$ cat src/rtl/wisc_pkg.sv
// rtl/wisc_pkg.sv - shared ISA constants and instruction-queue entry type
package wisc_pkg;

    localparam int          INSTR_W   = 16;
    localparam logic [15:0] NOP_INSTR = 16'h0800;
    localparam logic [4:0]  OP_HALT   = 5'b00000;

    typedef struct packed {
        logic [INSTR_W-1:0] instr;
        logic [INSTR_W-1:0] pcinc;
        logic               err;
    } ifq_entry_t;

endpackage

$ cat src/rtl/if_id_queue_if.sv
// rtl/if_id_queue_if.sv - fetch push / decode pop handshake bundle for the instruction queue
interface if_id_queue_if #(
    parameter int DEPTH = 2,
    parameter int IW    = 16
);
    localparam int CW = $clog2(DEPTH) + 1;

    logic          valid_in;
    logic          nop_in;
    logic [IW-1:0] instr_in;
    logic [IW-1:0] pcinc_in;
    logic          err_in;
    logic          ready_out;
    logic          flush;
    logic          dec_ready;
    logic          valid_out;
    logic [IW-1:0] instr_out;
    logic [IW-1:0] pcinc_out;
    logic          err_out;
    logic [CW-1:0] count_out;

    modport master (
        output valid_in, nop_in, instr_in, pcinc_in, err_in, flush, dec_ready,
        input  ready_out, valid_out, instr_out, pcinc_out, err_out, count_out
    );

    modport slave (
        input  valid_in, nop_in, instr_in, pcinc_in, err_in, flush, dec_ready,
        output ready_out, valid_out, instr_out, pcinc_out, err_out, count_out
    );

endinterface

$ cat src/rtl/ifq_storage.sv
// rtl/ifq_storage.sv - DEPTH-entry register file, one write port, one async read port
module ifq_storage
    import wisc_pkg::*;
#(
    parameter int DEPTH = 2,
    parameter int PW    = $clog2(DEPTH)
) (
    input  logic          clk,
    input  logic          rst_n,
    input  logic          we,
    input  logic [PW-1:0] waddr,
    input  ifq_entry_t    wdata,
    input  logic [PW-1:0] raddr,
    output ifq_entry_t    rdata
);

    ifq_entry_t mem [DEPTH];

    always_ff @(posedge clk or negedge rst_n) begin
        if (!rst_n) begin
            for (int i = 0; i < DEPTH; i++) begin
                mem[i] <= '0;
            end
        end else if (we) begin
            mem[waddr] <= wdata;
        end
    end

    assign rdata = mem[raddr];

endmodule

$ cat src/rtl/if_id_queue.sv
// rtl/if_id_queue.sv - fetch-to-decode instruction queue; IFQ_BYPASS_EN enables empty-queue bypass
module if_id_queue
    import wisc_pkg::*;
#(
    parameter int DEPTH = 2,
    parameter int IW    = INSTR_W
) (
    input  logic         clk,
    input  logic         rst_n,
    if_id_queue_if.slave q
);

    localparam int            PW         = $clog2(DEPTH);
    localparam int            CW         = PW + 1;
    localparam logic [CW-1:0] FULL_COUNT = CW'(DEPTH);

    logic [PW-1:0] rd_ptr;
    logic [PW-1:0] wr_ptr;
    logic [CW-1:0] count;
    logic          halt_hold;

    logic          ready;
    logic          push;
    logic          write;
    logic          pop;
    logic          bypass;
    logic          has_head;
    logic          is_halt;
    ifq_entry_t    wr_entry;
    ifq_entry_t    rd_entry;

    // Only registered terms feed ready so fetch enable never depends on decode.
    assign ready    = (count < FULL_COUNT) && !halt_hold;
    assign push     = q.valid_in && !q.nop_in && ready && !q.flush;
    assign is_halt  = (q.instr_in[IW-1 -: 5] == OP_HALT);
    assign has_head = (count != '0) && !q.flush;

`ifdef IFQ_BYPASS_EN
    assign bypass = (count == '0) && push && q.dec_ready;
`else
    assign bypass = 1'b0;
`endif

    assign write = push && !bypass;
    assign pop   = has_head && q.dec_ready;

    assign wr_entry = '{instr: q.instr_in, pcinc: q.pcinc_in, err: q.err_in};

    ifq_storage #(.DEPTH(DEPTH), .PW(PW)) u_storage (
        .clk   (clk),
        .rst_n (rst_n),
        .we    (write),
        .waddr (wr_ptr),
        .wdata (wr_entry),
        .raddr (rd_ptr),
        .rdata (rd_entry)
    );

    always_ff @(posedge clk or negedge rst_n) begin
        if (!rst_n) begin
            rd_ptr    <= '0;
            wr_ptr    <= '0;
            count     <= '0;
            halt_hold <= 1'b0;
        end else if (q.flush) begin
            rd_ptr    <= '0;
            wr_ptr    <= '0;
            count     <= '0;
            halt_hold <= 1'b0;
        end else begin
            if (write) begin
                wr_ptr <= wr_ptr + 1'b1;
            end
            if (pop) begin
                rd_ptr <= rd_ptr + 1'b1;
            end
            case ({write, pop})
                2'b10:   count <= count + 1'b1;
                2'b01:   count <= count - 1'b1;
                default: count <= count;
            endcase
            // A bypassed HALT still blocks further fetches.
            if (push && is_halt) begin
                halt_hold <= 1'b1;
            end
        end
    end

    always_comb begin
        q.valid_out = 1'b0;
        q.instr_out = NOP_INSTR;
        q.pcinc_out = '0;
        q.err_out   = 1'b0;
        if (bypass) begin
            q.valid_out = 1'b1;
            q.instr_out = wr_entry.instr;
            q.pcinc_out = wr_entry.pcinc;
            q.err_out   = wr_entry.err;
        end else if (has_head) begin
            q.valid_out = 1'b1;
            q.instr_out = rd_entry.instr;
            q.pcinc_out = rd_entry.pcinc;
            q.err_out   = rd_entry.err;
        end
    end

    assign q.ready_out = ready;
    assign q.count_out = count;

endmodule

$ cat src/flat_wrapper.sv
// flat-port wrapper written by rule: the top's interface ports become plain ports
module if_id_queue_flat import wisc_pkg::*;
#(
    parameter int DEPTH = 2,
    parameter int IW    = INSTR_W
)
  (clk, rst_n, q_valid_in, q_nop_in, q_instr_in, q_pcinc_in, q_err_in, q_flush, q_dec_ready, q_ready_out, q_valid_out, q_instr_out, q_pcinc_out, q_err_out, q_count_out);
  if_id_queue_if #(.DEPTH(DEPTH), .IW(IW)) q_i ();
  input  logic clk;
  input  logic rst_n;
  input wire logic [$bits(q_i.valid_in)-1:0] q_valid_in;
  input wire logic [$bits(q_i.nop_in)-1:0] q_nop_in;
  input wire logic [$bits(q_i.instr_in)-1:0] q_instr_in;
  input wire logic [$bits(q_i.pcinc_in)-1:0] q_pcinc_in;
  input wire logic [$bits(q_i.err_in)-1:0] q_err_in;
  input wire logic [$bits(q_i.flush)-1:0] q_flush;
  input wire logic [$bits(q_i.dec_ready)-1:0] q_dec_ready;
  output wire logic [$bits(q_i.ready_out)-1:0] q_ready_out;
  output wire logic [$bits(q_i.valid_out)-1:0] q_valid_out;
  output wire logic [$bits(q_i.instr_out)-1:0] q_instr_out;
  output wire logic [$bits(q_i.pcinc_out)-1:0] q_pcinc_out;
  output wire logic [$bits(q_i.err_out)-1:0] q_err_out;
  output wire logic [$bits(q_i.count_out)-1:0] q_count_out;
  assign q_i.valid_in = q_valid_in;
  assign q_i.nop_in = q_nop_in;
  assign q_i.instr_in = q_instr_in;
  assign q_i.pcinc_in = q_pcinc_in;
  assign q_i.err_in = q_err_in;
  assign q_i.flush = q_flush;
  assign q_i.dec_ready = q_dec_ready;
  assign q_ready_out = q_i.ready_out;
  assign q_valid_out = q_i.valid_out;
  assign q_instr_out = q_i.instr_out;
  assign q_pcinc_out = q_i.pcinc_out;
  assign q_err_out = q_i.err_out;
  assign q_count_out = q_i.count_out;
  if_id_queue #(.DEPTH(DEPTH), .IW(IW)) u_core (.clk(clk), .rst_n(rst_n), .q(q_i));
endmodule
$ cat config.mk
export PLATFORM = sky130hd
export DESIGN_NAME = if_id_queue_flat
export DESIGN_NICKNAME = d
export VERILOG_FILES = /design/src/rtl/wisc_pkg.sv /design/src/rtl/if_id_queue_if.sv /design/src/rtl/ifq_storage.sv /design/src/rtl/if_id_queue.sv /design/src/flat_wrapper.sv
export SDC_FILE = /design/constraint.sdc
export NUM_CORES = 1
export LEC_CHECK = 0
export ABC_AREA = 1
export CORE_ASPECT_RATIO = 1.5
export CORE_MARGIN = 3
export CORE_UTILIZATION = 40
export CTS_CLUSTER_DIAMETER = 150
export DETAILED_ROUTE_END_ITERATION = 8
export PLACE_DENSITY = 0.75
export RECOVER_POWER = 100
export SYNTH_ARGS = -nofsm -noshare
export SYNTH_HDL_FRONTEND = slang
export SYNTH_SLANG_ARGS = --single-unit
$ cat constraint.sdc
create_clock -name clk -period 1.4 [get_ports clk]
set_clock_uncertainty 0.1 [all_clocks]
set_input_delay 0.14 -clock clk [delete_from_list [all_inputs] [get_ports clk]]
set_output_delay 0.14 -clock clk [all_outputs]
set_load 0.05 [all_outputs]
Word-level counts from Yosys, hierarchy flattened
Cells that the tools add are included.
{"block": "word_totals", "ff_bits": 71, "input_bits": 39, "elab_cells": 57}
{"block": "classes", "n_addsub": 4, "n_lt_le_gt_ge": 4, "n_eq_ne": 2, "mux": 18, "bitwise_logic": 2, "n_reduce_logical": 17}
{"op": "$mux W33", "n": 4}
{"op": "$bwmux W66", "n": 1}
{"op": "$demux W33 S1", "n": 1}
{"op": "$mux W16", "n": 2}
{"op": "$logic_and A1 B1 Y1", "n": 8}
{"op": "$mux W1", "n": 8}
{"op": "$reduce_bool A2 Y1", "n": 4}
{"op": "$logic_not A5 Y1", "n": 1}
{"op": "$ge A2 B2 Y1 const B", "n": 2}
{"op": "$not A1 Y2", "n": 2}
{"op": "$pmux W2 S2", "n": 1}
{"op": "$logic_not A1 Y1", "n": 3}
{"op": "$reduce_bool A3 Y1", "n": 1}
{"op": "$add A1 B1 Y1 const B", "n": 2}
{"op": "$add A2 B1 Y2 const B", "n": 1}
{"op": "$eq A2 B1 Y1 const B", "n": 1}
{"op": "$eq A2 B2 Y1 const B", "n": 1}
{"op": "$lt A2 B1 Y1 const B", "n": 1}
{"op": "$lt A2 B2 Y1 const B", "n": 1}
{"op": "$mux W2", "n": 1}
{"op": "$sub A2 B1 Y2 const B", "n": 1}

Longest topological paths before layout
Gate-level depths: netlist (run 1).
{"block": "logic_depth", "ltp_word": 7, "mapped_depth": 9, "mapped_depth_nobuf": 9}

Modules after synthesis
A second synthesis (run 1) with hierarchy kept.
{"block": "unflattened", "cells_unflattened": 502, "area_unflattened_um2": 3590.9}
{"mod": "ifq_storage", "instances": 1, "cells_each": 393, "area_each_um2": 3030.4, "seq_area_each_um2": 1651.6}
{"mod": "if_id_queue", "instances": 1, "cells_each": 109, "area_each_um2": 560.5, "seq_area_each_um2": 125.1}

Worst setup path after synthesis (run 1)
Ideal clock, no wire load.
{"block": "synth_timing", "kind": "register -> output", "from": "reg u_core.count[1] (netlist: u_core.q.count_out[1])", "to": "out q_instr_out[11]", "arrival_ns": 1.942, "slack_ns": -0.782, "stages_incl_launch_ff": 5, "path_cell_list": "dfrtp_1 -> nor2_1 -> nor2_4 -> buf_2 -> o211ai_1"}
{"block": "synth_via", "elab_chain_cells": 3}
{"element": "from (decl)", "line": "if_id_queue.sv:19", "text": "logic [CW-1:0] count;"}
{"element": "from (signal assigned)", "line": "if_id_queue.sv:78", "text": "2'b10: count <= count + 1'b1;"}
{"element": "from (signal assigned)", "line": "if_id_queue.sv:79", "text": "2'b01: count <= count - 1'b1;"}
{"element": "from (signal assigned)", "line": "if_id_queue.sv:80", "text": "default: count <= count;"}
{"element": "$reduce_bool A2 Y1", "line": "if_id_queue.sv:36", "text": "assign has_head = (count != '0) && !q.flush;"}
{"element": "$logic_and A1 B1 Y1", "line": "if_id_queue.sv:36"}
{"element": "$mux W16", "line": "if_id_queue.sv:99", "text": "end else if (has_head) begin"}
{"element": "to (decl)", "line": "flat_wrapper.sv:20", "text": "output wire logic [$bits(q_i.instr_out)-1:0] q_instr_out;"}
Every way passes these cells.

Final worst setup path (run 1)
{"block": "layout_timing", "from": "reg u_core.rd_ptr", "to": "out q_instr_out[2]"}
{"block": "layout_via", "elab_chain_cells": 5}
{"element": "from (decl)", "line": "if_id_queue.sv:17", "text": "logic [PW-1:0] rd_ptr;"}
{"element": "from (signal assigned)", "line": "if_id_queue.sv:75", "text": "rd_ptr <= rd_ptr + 1'b1;"}
{"element": "$not A1 Y2 (not written as such)", "line": "ifq_storage.sv:29", "text": "assign rdata = mem[raddr];"}
{"element": "$mux W33 (not written as such) (3 in series)", "line": "ifq_storage.sv:29"}
{"element": "$mux W16", "line": "if_id_queue.sv:99"}
Every way passes these cells. The select of a mux whose other input is x is not followed.

==> summary.md, run 1 <==
| Metric | Value |
|---|---|
| Max clock buf depth | `2` |
| Ys Warns | `0` |
| Final Cell Area | `6929 µm²` |
| Min-delay worst type | `in -> reg` |
| CTS tree | `built` |
| Unrepaired setup endpoints after global routing | `true` |
| Worst setup path end | `q_instr_out[2]` |
| DRC | `0` |
| Worst-Margin Slew | `~670 ps` |
| Max-Cap Viols | `0` |
| DR vias/cell | `~5.4` |
| Fill count | `a little over 400` |
| Unique cell type count in the Yosys netlist | `22` |
| Die area | `9887 µm²` |
| Vias | `3370` |
| Period Utilization, post-route | `140.6%` |
| Setup WS pre-CTS | `-263.0 ps` |
| Nets@finish | `552` |
| Post-synth top area cell | `dfrtp_1` |
| Root buf cell | `clkbuf_16` |
| Diode count | `0` |
| Iter 0 DRT Violations | `between 200 and 250` |
| Setup TNS | `-45370 ps` |
| Worst path required time | `1160 ps` |
| Worst relative slew slack | `55.61%` |
| Setup crit end kind | `output pin` |
| Slowest cell on the critical path | `dfrtp_2` |
| Total wire length | `~14000 µm` |
| Grt total ovfl | `0` |
| Post-Syn Area | `3483 µm²` |
| Min Tclk post-route | `1968 ps` |
| Crit path cell chain | `buf_12, buf_12, mux2_2, nand2_2, clkinvlp_4, buf_12` |
| Most common cell in the netlist | `nand2_1` |
| Post-DP HPWL | `5387 µm` |
| Fin. Hold Viols | `0` |
| Status | `complete, but fails checks` |
| Worst Path Max Fanout | `10` |
| PwrDens | `around 2000 nW/µm²` |
| R2r endpoint | `u_core.u_storage.mem[54]$_DFFE_PN0P_` |
| Timing-limited maximum frequency | `508.0 MHz` |
| Most Frequent Cell on Critical Path | `buf_12` |
| Pins Over Slew Limit | `0` |
| Top Ports | `between 70 and 80` |
| Layout area overhead | `98.92%` |
| Initial antenna violation count | `0` |
| Final setup violating endpoints | `105` |
| Wirelength per Cell | `approximately 22 µm` |
| Reg clk slew, reported paths | `roughly 60 ps` |
| Sequential Area | `1780 µm²` |
| Die width | `82.20 µm` |
| CTS Buf Count | `9` |
| I/O Buffers | `75` |
| Mean Syn Cell Area | `8.863 µm²` |
| Placed Area | `4971 µm²` |
| Static leakage | `3.123 nW` |
| Drt first pass iters | `4` |
| Synth Net Count | `432` |
| Multi-input gate area | `2173 µm²` |
| Cells after Synth | `393` |
| Global-route wire length before repair | `19560 µm` |
| Final Wtd Congestion | `0.7296` |
| CP Data Arrival Time | `1730 ps` |
| Core area | `8464 µm²` |
| Seq/Total Area, Yosys | `51.01%` |
| H-tree levels | `3` |
| Synth Register Bits | `71` |
| Clk_lat worst skew | `~340 ps` |
| FF-to-FF setup slack | `-510 ps` |
| Top post-synthesis cells by area | `dfrtp_1 (51%), nand2_1 (12%), mux2_2 (10%)` |
| R2R cell count | `11` |
| Total chip power | `13.85 mW` |
| Largest net degree at the start of global routing | `72` |
| Die Y | `120.3 µm` |
| Post-synth top area share | `around half` |
| Total GRT Usage | `27.05%` |
| Count of flip-flops with a built-in enable after synthesis | `0` |
| Routed Antenna Nets | `0` |
| CP Buf/Inv Count | `4` |
| Setup crit start kind | `register` |
| Crit path from | `u_core.rd_ptr$_DFFE_PN0P_` |
| Top delay family on crit path | `buffers and inverters` |
| Worst path depth | `6` |
| Max incr delay on CP | `380 ps` |
| Max rail drop VDD | `1282 µV` |
| CTS sink count | `71` |
| Critical R2R Launch | `u_core.q.count_out[1]$_DFFE_PN0P_` |
| Synth Flop Type | `dfrtp_1` |
| Initial Util | `41.15%` |
| Commonest cells post-synth | `nand2_1 (109), dfrtp_1 (71), inv_1 (70)` |
| Final worst slack | `-568.3 ps` |
| FFs w/ async S/R, synth | `100.0%` |
| Layout cell share with drive strength beyond 1 | `between 60% and 70%` |
| Vias in the first global route | `approximately 3700` |
| WS Path Type | `reg -> out` |
| Rows | `between 40 and 50` |
| Failing checks | `setup timing` |
==> layer usage <==
| metal | track usage [%] | up-vias | routed length (µm) |
|---|---|---|---|
| met5 | 0 | - | 0 |
| met4 | 16.22 | 0 | 697 |
| met3 | 6.557 | 59 | 768 |
| met2 | 45.48 | 145 | 7554 |
| met1 | 29.90 | 1688 | 4864 |
| li1 | - | 1478 | - |
==> stage by stage <==
step	utilization, %	cells	hold slack, ps
floorplan	-	393	-255.6
global placement	58.73	571	86.70
detailed placement	58.73	571	92.67
CTS	76.61	624	269.6
global route	81.86	625	312.8
finish	81.86	625	288.2
==> worst reg2reg max path, stage by stage (launching register included) <==
cell     delay [ps]
dfrtp_2         430
buf_6           130
buf_6           110
nor2_4          110
nand3_4         110
inv_4           100
buf_6           120
nand2_8          70
buf_12          150
buf_12          130
buf_16          140
o21ai_2         140
==> layout by cell type (no fill, tap or decap), types with 2 or more instances in the layout <==
cell type,n
inv_1,38
buf_6,11
buf_12,56
dfrtp_2,3
clkinvlp_4,33
o21ai_4,3
clkdlybuf4s50_1,37
nor2_4,3
buf_4,5
nand2_4,65
clkbuf_16,12
nand2_1,13
clkbuf_8,4
nand2_8,2
nand3_2,3
inv_2,2
buf_16,14
o21ai_2,58
mux2_4,17
o21ai_1,8
nand2_2,33
mux2_2,15
dfrtp_1,68
==> layout make-up <==
cell class	instances	area share [%]
clock buffers	14	4.099
clock inverters	2	0.1806
inverters	73	5.724
multi-input cells	228	31.37
flip-flops and latches	71	25.70
well taps	107	1.932
repair buffers	130	31.00
==> power breakdown <==
group | switching (mW) | internal (mW)
clock network | 0.912 | 1.39
registers | 1.01 | 2.96
logic | 3.71 | 3.86
==> state kept, by name, indices dropped and copies added (netlist names) <==
register              flops
u_core.halt_hold          1
u_core.u_storage.mem     66
u_core.wr_ptr             1
u_core.q.count_out        2
u_core.rd_ptr             1
==> worst min-delay path by stage <==
stage                                           end  depth (start not counted)            from  slack [ps]
2_1_floorplan          u_core.halt_hold$_DFFE_PN0P_                          0           rst_n        -260
6_report       u_core.u_storage.mem[45]$_DFFE_PN0P_                          3  q_pcinc_in[11]         290
3_3_place_gp   u_core.u_storage.mem[45]$_DFFE_PN0P_                          2           rst_n          90
3_5_place_dp   u_core.u_storage.mem[55]$_DFFE_PN0P_                          2           rst_n          90
4_1_cts        u_core.u_storage.mem[47]$_DFFE_PN0P_                          3  q_pcinc_in[13]         270
5_1_grt        u_core.u_storage.mem[45]$_DFFE_PN0P_                          3  q_pcinc_in[11]         310
==> kinds of logic (layout without fill, tap and decap cells) <==
kind of cell | Yosys count | after routing | synth area share (%)
AO/OA/AOI/OAI | 71 | 71 | 11.42
buffers and inverters | 94 | 219 | 12.32
multiplexers | 32 | 32 | 10.34
AND/OR/NAND/NOR | 124 | 124 | 14.65
flip-flops | 71 | 71 | 51.01
XOR/XNOR | 1 | 1 | 0.2515
==> repair_timing <==
item / CTS / global route
pin swaps: 6 / 4
buffers inserted: 19 / 3
gates resized for setup: 168 / 104
setup endpoints to repair: 103 / 107
endpoints found under the hold margin: 71 / 0
gates cloned: 17 / 3
hold buffers: 1 / 0
(Power assumes the default switching activity.)
==> run 2, diff against run 1 <==
- MAX_ROUTING_LAYER: not set -> met4
- SKIP_LAST_GASP: not set -> 1
==> run 2 against run 1 <==
The run still ends with setup timing left. Via count rose by 1.7%. Non-clock buffer count unchanged. Die area is the same. Sequential power grew 2%. Clock power barely moved. Critical path type unchanged. Worst hold slack worse by 5.7 ps. Maximum frequency down 1.4%. Routed wire length up 4.3%. Sequential share of layout area decreased by 0.23 points. Cell count did not move. Core utilization grew 0.74 points. Highest routed layer unchanged. Critical endpoint is now q_instr_out[15]. Largest cell class unchanged. Largest power group unchanged.
==> summary.md, run 2 (synthesis gave the netlist of run 1 again) <==
| Metric | Value |
|---|---|
| Register share of total power | `roughly 29%` |
| Failing checks | `setup timing` |
| Largest register by flop count | `u_core.u_storage.mem` |
| Vias | `3427` |
| HP Start | `q_pcinc_in[11]` |
| Total GRT Usage | `a little over a quarter` |
| I/O Buffers | `75` |
| Setup crit start kind | `register` |
| Worst path required time | `~1200 ps` |
| Routed Antenna Nets | `0` |
| Clk network pwr share | `16.4%` |
| Drt first pass iters | `4` |
| Initial antenna violation count | `0` |
| Psw | `5.821 mW` |
| H-tree levels | `3` |
| Core area | `8464 µm²` |
| Min-delay worst type | `in -> reg` |
| CP Buf/Inv Count | `4` |
| Total chip power | `14.07 mW` |
| Initial Util | `between 40 and 50%` |
| Slowest cell on the critical path | `dfrtp_2` |
| Post-DP HPWL | `roughly 5400 µm` |
| Max FFs per register | `66` |
| Number of cells in the design after placement | `about 570` |
| Largest net degree at the start of global routing | `72` |
| Reg clk slew, reported paths | `60 ps` |
| Static leakage | `3.142 nW` |
| Minimum hold slack | `between 200 and 300 ps` |
| Diode count | `0` |
| Clk_lat worst skew | `approximately 340 ps` |
| Die Y | `120.3 µm` |
| PwrDens | `2013 nW/µm²` |
| CTS sink count | `slightly above 70` |
| Layout cell share with drive strength beyond 1 | `between 60% and 70%` |
| Fin util | `82.60%` |
| Pins Over Slew Limit | `0` |
| Max rail drop VDD | `about 1500 µV` |
| Nets@finish | `552` |
| Max incr delay on CP | `around 420 ps` |
| Root buf cell | `clkbuf_16` |
| FF-to-FF setup slack | `-530 ps` |
| Global-route wire length before repair | `19150 µm` |
| Unrepaired setup endpoints after global routing | `true` |
| Setup TNS | `-47970 ps` |
| Top Ports | `76` |
| CP Data Arrival Time | `1760 ps` |
| Worst-Margin Slew | `657.7 ps` |
| Power Internal | `around 8.3 mW` |
| Max clock buf depth | `2` |
| CTS tree | `built` |
| Final setup violating endpoints | `106` |
| Most frequent cells in the layout | `nand2_4 (71), dfrtp_1 (68), o21ai_2 (55), buf_12 (55), inv_1 (38)` |
| Vias in the first global route | `3682` |
| Status | `complete, but fails checks` |
| Placed Area | `4971 µm²` |
| Fin. Hold Viols | `0` |
| Grt total ovfl | `0` |
| Final Cell Area | `6992 µm²` |
| Total wire length | `~14000 µm` |
| R2R cell count | `11` |
| Worst Hold Path EP | `u_core.u_storage.mem[45]$_DFFE_PN0P_` |
| Final Wtd Congestion | `around 0.74` |
| Worst Path Max Fanout | `6` |
| Layout area overhead | `100.7%` |
| Final non-filler cell total | `625` |
| Commonest non-fill, non-tap cell in the layout | `nand2_4` |
| CTS Buf Count | `9` |
| DR vias/cell | `5.483` |
| Net Sw Frac | `41.36%` |
| Period Utilization, post-route | `142.6%` |
| Final worst slack | `-595.8 ps` |
| Setup crit end kind | `output pin` |
| Rows | `41` |
| Setup WS pre-CTS | `-263.0 ps` |
| WS Path Type | `reg -> out` |
| Timing-limited maximum frequency | `around 500 MHz` |
| Die width | `82.20 µm` |
| Crit path cell chain | `buf_12, clkbuf_16, mux2_4, nand2_4, clkinvlp_4, buf_12` |
| WHS Path Cells | `3` |
| Die area | `9887 µm²` |
| Iter 0 DRT Violations | `266` |
| Combinational power share | `54.8%` |
| Max-Cap Viols | `0` |
| R2r endpoint | `u_core.u_storage.mem[58]$_DFFE_PN0P_` |
| Most Frequent Cell on Critical Path | `buf_12` |
| DRC | `0` |
| Critical R2R Launch | `u_core.q.count_out[1]$_DFFE_PN0P_` |
| Top delay family on crit path | `buffers and inverters` |
| Min Tclk post-route | `1996 ps` |
| Worst relative slew slack | `56.15%` |
| Wirelength per Cell | `23.17 µm` |
[run 2: cell count changes in the layout (fill, tap and decap cells not counted), moves of 2 or more]
cell,before,now
nand2_2,33,27
nand2_4,65,71
o21ai_2,58,55
nand3_1,1,3
nand3_2,3,1
o21ai_4,3,5
[run 2: worst reg2reg max path, stage by stage, from the launching register on]
cell and delay, ps:
dfrtp_2 430, buf_6 130, buf_6 110, nor2_4 130
nand3_4 110, inv_4 110, buf_6 110, nand2_8 60
buf_12 150, buf_12 130, buf_16 130, o21ai_2 140
[run 2: power by group through the flow]
stage	registers (mW)	clock network [mW]	logic (mW)
after CTS	3.63	2.23	6.22
final	4.06	2.30	7.71
after global placement	3.42	0	4.98
after global routing	4.11	2.38	8.06
after floorplan	3.43	0	3.08
after detailed placement	3.49	0	5.11
[run 2: worst max path at each step]
stage                                       from                                   to  slack, ps  depth (start not counted)
6_report               u_core.rd_ptr$_DFFE_PN0P_                      q_instr_out[15]       -600                          6
5_1_grt                u_core.rd_ptr$_DFFE_PN0P_                       q_instr_out[2]       -620                          6
4_1_cts                u_core.rd_ptr$_DFFE_PN0P_                      q_instr_out[15]       -540                          6
3_5_place_dp                          q_valid_in  u_core.u_storage.mem[1]$_DFFE_PN0P_       -260                          9
3_3_place_gp                             q_flush                      q_instr_out[11]       -230                          5
2_1_floorplan  u_core.q.count_out[1]$_DFFE_PN0P_                      q_instr_out[11]       -360                          4
[run 2: per-layer routing]
metal	wire length [µm]	global-route usage (%)	vias up
met4	831	13.10	0
met2	8046	47.09	143
met1	5048	29.28	1728
met5	0	-	-
met3	558	4.098	74
li1	-	-	1482
[run 2: layout make-up]
class                   count  area [µm²]
clock inverters             2       12.51
inverters                  73       396.6
well taps                 107       133.9
multi-input cells         228        2222
flip-flops and latches     71        1780
repair buffers            130        2162
fillers                   402        1473
clock buffers              14       284.0
[run 2: timing repair]
| item | CTS | global route |
|---|---|---|
| endpoints found under the hold margin | 71 | 0 |
| resized for setup | 127 | 153 |
| setup endpoints to repair | 103 | 107 |
| cloned | 17 | 4 |
| pin swaps | 5 | 8 |
| hold buffers | 1 | 0 |
| setup buffers | 19 | 2 |
